**src/rtl/stack_eval_unit.sv**
```systemverilog
// stack_eval_unit
// Expression-evaluation controller and datapath sitting between an external
// operand stack and an external operator stack. On start it repeatedly pops
// an operator and two operands, computes the result and pushes it back onto
// the operand stack. It stops when the operator stack is empty, or earlier
// on an error, and signals the end of the run with a one-cycle complete
// pulse.
//
// Parameters:
//   W   - operand/result width in bits
//   OPW - operator code width (ASCII '+','-','*','/' zero-extended)
//
// Ports:
//   clk        - single clock, rising edge
//   reset      - synchronous, active-low
//   start      - begin a run (sampled in IDLE only)
//   opnd_empty - operand stack empty
//   op_empty   - operator stack empty
//   opnd_dout  - operand top-of-stack (valid while not empty)
//   op_dout    - operator top-of-stack (valid while not empty)
//   opnd_pop   - pop operand stack at this edge
//   opnd_push  - push opnd_din at this edge
//   opnd_din   - value to push
//   op_pop     - pop operator stack at this edge
//   result     - final value, held until the next start
//   busy       - high whenever not IDLE
//   complete   - one-cycle end-of-run pulse
//   err        - run ended in error (valid with complete, held)
//   err_code   - 00 none, 01 underflow, 10 divide by zero, 11 bad opcode
//   ovf        - sticky arithmetic overflow/underflow flag
//
// Configuration macro:
//   STACK_EVAL_SAT_EN - when defined, '+'/'*' saturate to all-ones and '-'
//                       clamps to zero on borrow; otherwise arithmetic wraps.
module stack_eval_unit #(
  parameter int W   = 8,
  parameter int OPW = 8
) (
  input  logic           clk,
  input  logic           reset,
  input  logic           start,
  input  logic           opnd_empty,
  input  logic           op_empty,
  input  logic [W-1:0]   opnd_dout,
  input  logic [OPW-1:0] op_dout,
  output logic           opnd_pop,
  output logic           opnd_push,
  output logic [W-1:0]   opnd_din,
  output logic           op_pop,
  output logic [W-1:0]   result,
  output logic           busy,
  output logic           complete,
  output logic           err,
  output logic [1:0]     err_code,
  output logic           ovf
);

  localparam logic [OPW-1:0] OP_ADD = OPW'(8'h2B);
  localparam logic [OPW-1:0] OP_SUB = OPW'(8'h2D);
  localparam logic [OPW-1:0] OP_MUL = OPW'(8'h2A);
  localparam logic [OPW-1:0] OP_DIV = OPW'(8'h2F);

  typedef enum logic [2:0] {
    IDLE, CHECK, POP_B, POP_A, POP_OP, EXEC, PUSH, DONE
  } state_t;

  state_t         state, next_state;
  logic [W-1:0]   a, b, r;
  logic [OPW-1:0] op;
  logic           processed;
  logic           err_set;
  logic [1:0]     err_val;

  logic [W:0]     sum, diff;
  logic [2*W-1:0] prod;
  logic [W-1:0]   quo;
  logic [W-1:0]   alu_r;
  logic           alu_ovf;
  logic           op_legal;

  assign opnd_din = r;
  assign err      = |err_code;

  // Raw arithmetic is evaluated in extended width so carry, borrow and the
  // upper product half are available for overflow detection. The divider is
  // guarded so a zero divisor never reaches it.
  assign sum      = {1'b0, a} + {1'b0, b};
  assign diff     = {1'b0, a} - {1'b0, b};
  assign prod     = {{W{1'b0}}, a} * {{W{1'b0}}, b};
  assign quo      = (b == '0) ? '0 : a / b;
  assign op_legal = (op == OP_ADD) || (op == OP_SUB) ||
                    (op == OP_MUL) || (op == OP_DIV);

  // Result selection for the latched operator; a is the left operand since
  // the first value popped (b) is the right-hand side of the expression.
  always_comb begin
    alu_r   = '0;
    alu_ovf = 1'b0;
    case (op)
      OP_ADD: begin
        alu_r   = sum[W-1:0];
        alu_ovf = sum[W];
`ifdef STACK_EVAL_SAT_EN
        if (sum[W]) alu_r = '1;
`endif
      end
      OP_SUB: begin
        alu_r   = diff[W-1:0];
        alu_ovf = diff[W];
`ifdef STACK_EVAL_SAT_EN
        if (diff[W]) alu_r = '0;
`endif
      end
      OP_MUL: begin
        alu_r   = prod[W-1:0];
        alu_ovf = |prod[2*W-1:W];
`ifdef STACK_EVAL_SAT_EN
        if (|prod[2*W-1:W]) alu_r = '1;
`endif
      end
      OP_DIV: begin
        alu_r = quo;
      end
      default: begin
        alu_r = '0;
      end
    endcase
  end

  // State register.
  always_ff @(posedge clk) begin
    if (!reset) state <= IDLE;
    else        state <= next_state;
  end

  // Next-state and stack strobes. Strobes depend only on the current state,
  // plus the empty flag in the pop states so an empty stack is never popped.
  always_comb begin
    next_state = state;
    opnd_pop   = 1'b0;
    opnd_push  = 1'b0;
    op_pop     = 1'b0;
    complete   = 1'b0;
    busy       = (state != IDLE);
    err_set    = 1'b0;
    err_val    = 2'b00;
    case (state)
      IDLE: begin
        if (start) next_state = CHECK;
      end
      CHECK: begin
        if (op_empty) begin
          if (opnd_empty) begin
            err_set = 1'b1;
            err_val = 2'b01;
          end
          next_state = DONE;
        end else begin
          next_state = POP_B;
        end
      end
      POP_B, POP_A: begin
        if (opnd_empty) begin
          err_set    = 1'b1;
          err_val    = 2'b01;
          next_state = DONE;
        end else begin
          opnd_pop   = 1'b1;
          next_state = (state == POP_B) ? POP_A : POP_OP;
        end
      end
      POP_OP: begin
        op_pop     = 1'b1;
        next_state = EXEC;
      end
      EXEC: begin
        if ((op == OP_DIV) && (b == '0)) begin
          err_set    = 1'b1;
          err_val    = 2'b10;
          next_state = DONE;
        end else if (!op_legal) begin
          err_set    = 1'b1;
          err_val    = 2'b11;
          next_state = DONE;
        end else begin
          next_state = PUSH;
        end
      end
      PUSH: begin
        opnd_push  = 1'b1;
        next_state = CHECK;
      end
      DONE: begin
        complete   = 1'b1;
        next_state = IDLE;
      end
      default: next_state = IDLE;
    endcase
  end

  // Datapath registers. 'processed' remembers whether any operator ran in
  // this run, so an operator-free run reports the operand top as its result
  // while a finished multi-operator run keeps the last pushed value.
  always_ff @(posedge clk) begin
    if (!reset) begin
      a         <= '0;
      b         <= '0;
      r         <= '0;
      op        <= '0;
      result    <= '0;
      err_code  <= 2'b00;
      ovf       <= 1'b0;
      processed <= 1'b0;
    end else begin
      case (state)
        IDLE: begin
          if (start) begin
            err_code  <= 2'b00;
            ovf       <= 1'b0;
            processed <= 1'b0;
          end
        end
        CHECK: begin
          if (op_empty && !opnd_empty && !processed) result <= opnd_dout;
        end
        POP_B:  if (!opnd_empty) b <= opnd_dout;
        POP_A:  if (!opnd_empty) a <= opnd_dout;
        POP_OP: op <= op_dout;
        EXEC: begin
          if (next_state == PUSH) begin
            r   <= alu_r;
            ovf <= ovf | alu_ovf;
          end
        end
        PUSH: begin
          result    <= r;
          processed <= 1'b1;
        end
        default: ;
      endcase
      if (err_set) err_code <= err_val;
    end
  end

endmodule

```
**config.mk**
```make
export PLATFORM = sky130hd
export DESIGN_NAME = stack_eval_unit
export DESIGN_NICKNAME = d
export VERILOG_FILES = /design/src/rtl/stack_eval_unit.sv
export SDC_FILE = /design/constraint.sdc
export NUM_CORES = 1
export LEC_CHECK = 0
export ABC_AREA = 1
export CORE_MARGIN = 4
export CORE_UTILIZATION = 38
export CTS_CLUSTER_SIZE = 24
export DETAILED_ROUTE_END_ITERATION = 10
export PLACE_DENSITY = 0.54
export SKIP_CTS_REPAIR_TIMING = 1
export SLEW_MARGIN = 20
export SYNTH_ARGS = -nofsm -noshare
export SYNTH_HDL_FRONTEND = slang
export SYNTH_SLANG_ARGS = --single-unit
```
**constraint.sdc**
```tcl
create_clock -name clk -period 9.9 [get_ports clk]
set_input_delay 0.99 -clock clk [delete_from_list [all_inputs] [get_ports clk]]
set_output_delay 0.99 -clock clk [all_outputs]
set_load 0.05 [all_outputs]
```
==> flow_summary.ini, run 1 <==
[run_status]
status = finished clean

[detailed_routing]
routedWlPerCell_um = 14.92
dr.pass1.iters = 5
drt_iter0_drc = 416
drc_errors = 0
vias_per_cell = 4.937
wl_mm = 19.62
via_count = 6492
detail-route-antenna-nets = 0

[timing]
setup_viol = 0
finalCritPeriodShare_pct = 87.95
drv_slew = 0
timing.hold.ws_ns = 0.4516
clock.fmax_mhz = 114.9
skew_ns = 0.008265
max_slew_margin_pct = 36.10
hold_violations = 0
worst_pin_slew_ns = 0.9528
fin_ws_ns = 1.193
fin_crit_ns = 8.707

[yosys]
syn_inst = 1054
syn_nets = 1205
synthTopCellsByArea = ha_1, nand2_1, dfxtp_1
yosysTopAreaCellShare_pct = 16.56
yosysSeqAreaShare_pct = 13.54
synthFlopType = dfxtp_1
yosys_warnings = 0
synth-async-reset-ratio_pct = 0
syn_area_um2 = 6950
ys_types = 53
syn_area_per_cell_um2 = 6.594
ys_seq_elements = 47
synth-edff-count = 0
synth.largest_area_cell = ha_1

[setup_path]
reg2reg_from = b[0]
cp-start-kind = register
arrival_ns = 8.93
crit_start = b[0]
cpPeakStageDelay_ns = 0.34
critPathSlowestCell = ha_1
crit_fanout = 8
endpoint_kind = register
worstPathRequired_ns = 10.12
crit_type = reg -> reg
crit_top_cell = nand2_1

[floorplanning]
io_pins = 46
rows = 49
core_um2 = 17960
start_util_pct = 38.69
die_w_um = 143.2
die_h_um = 143.2
fp.dieArea_um2 = 20520

[grt]
grt_pass1_wl_mm = 32.23
antenna_found_initial = 0
grt_usage_pct = 19.65
grt_remaining_overflow = 0
grt_max_degree = 35
grt_pass1_vias = 6381

[clock_network]
cts_buffers = 5
cts_tree = yes
cts_root_buffer = clkbuf_16
cts.sinks = 47
clk_latency_ns = 0.29
clk_path_buf_depth = 2
htree_levels = 2
clk_pin_slew_worst_paths_ns = 0.07

[cells_and_area]
most-common-layout-cells = nand2_1, inv_1, ha_1, nor2_1, a21oi_1
final-seq-area_um2 = 943.4
drive_gt1_share_pct = 8.932
fill_cells = 1946
final_cells = 1315
multi_input_area_um2 = 5104
final_nets = 1236
antenna_cells = 0
final_common_cell = nand2_1
areaGrowthSynthToFinish_pct = 12.94

[place]
place_ws_ns = 0.5247
hpwlAfterDp_mm = 16.06
placedCellCount = 1302
gp_congestion = 0.9071
port_buffers = 45

[run]
max_cap_violations = 0

[hold_path]
hold_start = ovf
hp-class = reg -> reg
Yosys cell counts (all sizes together) (3+ instances only):
master,n
buf,10
or2,12
and2,5
o21ai,62
nor3,7
nand2,280
ha,92
nand3b,6
xor2,15
a31oi,12
inv,213
nor4,3
fa,38
nor2,68
nand4,12
dfxtp,47
nand3,58
a21oi,71
clkbuf,22
o211ai,6
registers in the layout, indices dropped and copies added, names as in the netlist:
signal	cells
a	8
b	8
err_code	2
op	8
opnd_din	8
ovf	1
processed	1
result	8
state	3
final timing paths:
kind	end	slack, ns	cells after the start
worst min register to register	ovf	0.45	2
worst max register to register	opnd_din[0]	1.19	69
worst max-delay path	opnd_din[0]	1.19	69
worst min-delay path	ovf	0.45	2
stage by stage:
| stage | setup TNS (ns) | instance area (um2) | utilization [%] |
|---|---|---|---|
| 2_1_floorplan | 0 | 6950 | - |
| 6_report | 0 | 7850 | 43.70 |
| 5_1_grt | -0.008032 | 7850 | 43.70 |
| 3_3_place_gp | 0 | 7582 | 42.21 |
| 4_1_cts | 0 | 7735 | 43.06 |
| 3_5_place_dp | 0 | 7582 | 42.21 |
metal layers:
layer | vias to the layer above | wire, um | GRT usage (%)
li1 | 3373 | - | -
met1 | 2979 | 9200 | 27.20
met2 | 124 | 9384 | 33.85
met3 | 16 | 820 | 1.842
met4 | 0 | 214 | 3.320
met5 | - | 0 | 0
worst max-delay path, delay by kind of cell (launching register included):
family | cells | cell delay, ns
AO/OA/AOI/OAI | 13 | 1.54
flip-flops | 1 | 0.32
AND/OR/NAND/NOR | 40 | 3.80
buffers and inverters | 8 | 0.60
adder cells (fa/ha/maj) | 8 | 2.36
cell families (layout without fill, tap and decap cells):
| family | after synthesis | after routing | synth area share (%) |
|---|---|---|---|
| simple gates | 452 | 452 | 29.86 |
| buf+inv | 248 | 280 | 13.95 |
| compound gates | 161 | 161 | 13.12 |
| fa+ha+maj | 130 | 130 | 27.51 |
| flops | 47 | 47 | 13.54 |
| xor+xnor | 16 | 16 | 2.016 |
final cells by class:
class | count | area share, %
sequential | 47 | 12.02
clock buffer | 6 | 1.769
inverter | 215 | 10.44
timing repair buffer | 57 | 6.933
tap | 229 | 3.650
multi-input combinational | 759 | 65.01
clock inverter | 2 | 0.1753
Power of run 1 is not shown: default switching activity piles up to over one toggle a cycle in this logic, so the estimate is an artifact.
==> run 2, diff against run 1 <==
CTS_CLUSTER_SIZE = not set   (was 24)
==> results of run 2 <==
The final DEF is identical to that of run 1; final timing and power are the same.
Power of run 2 is left out for the same reason.
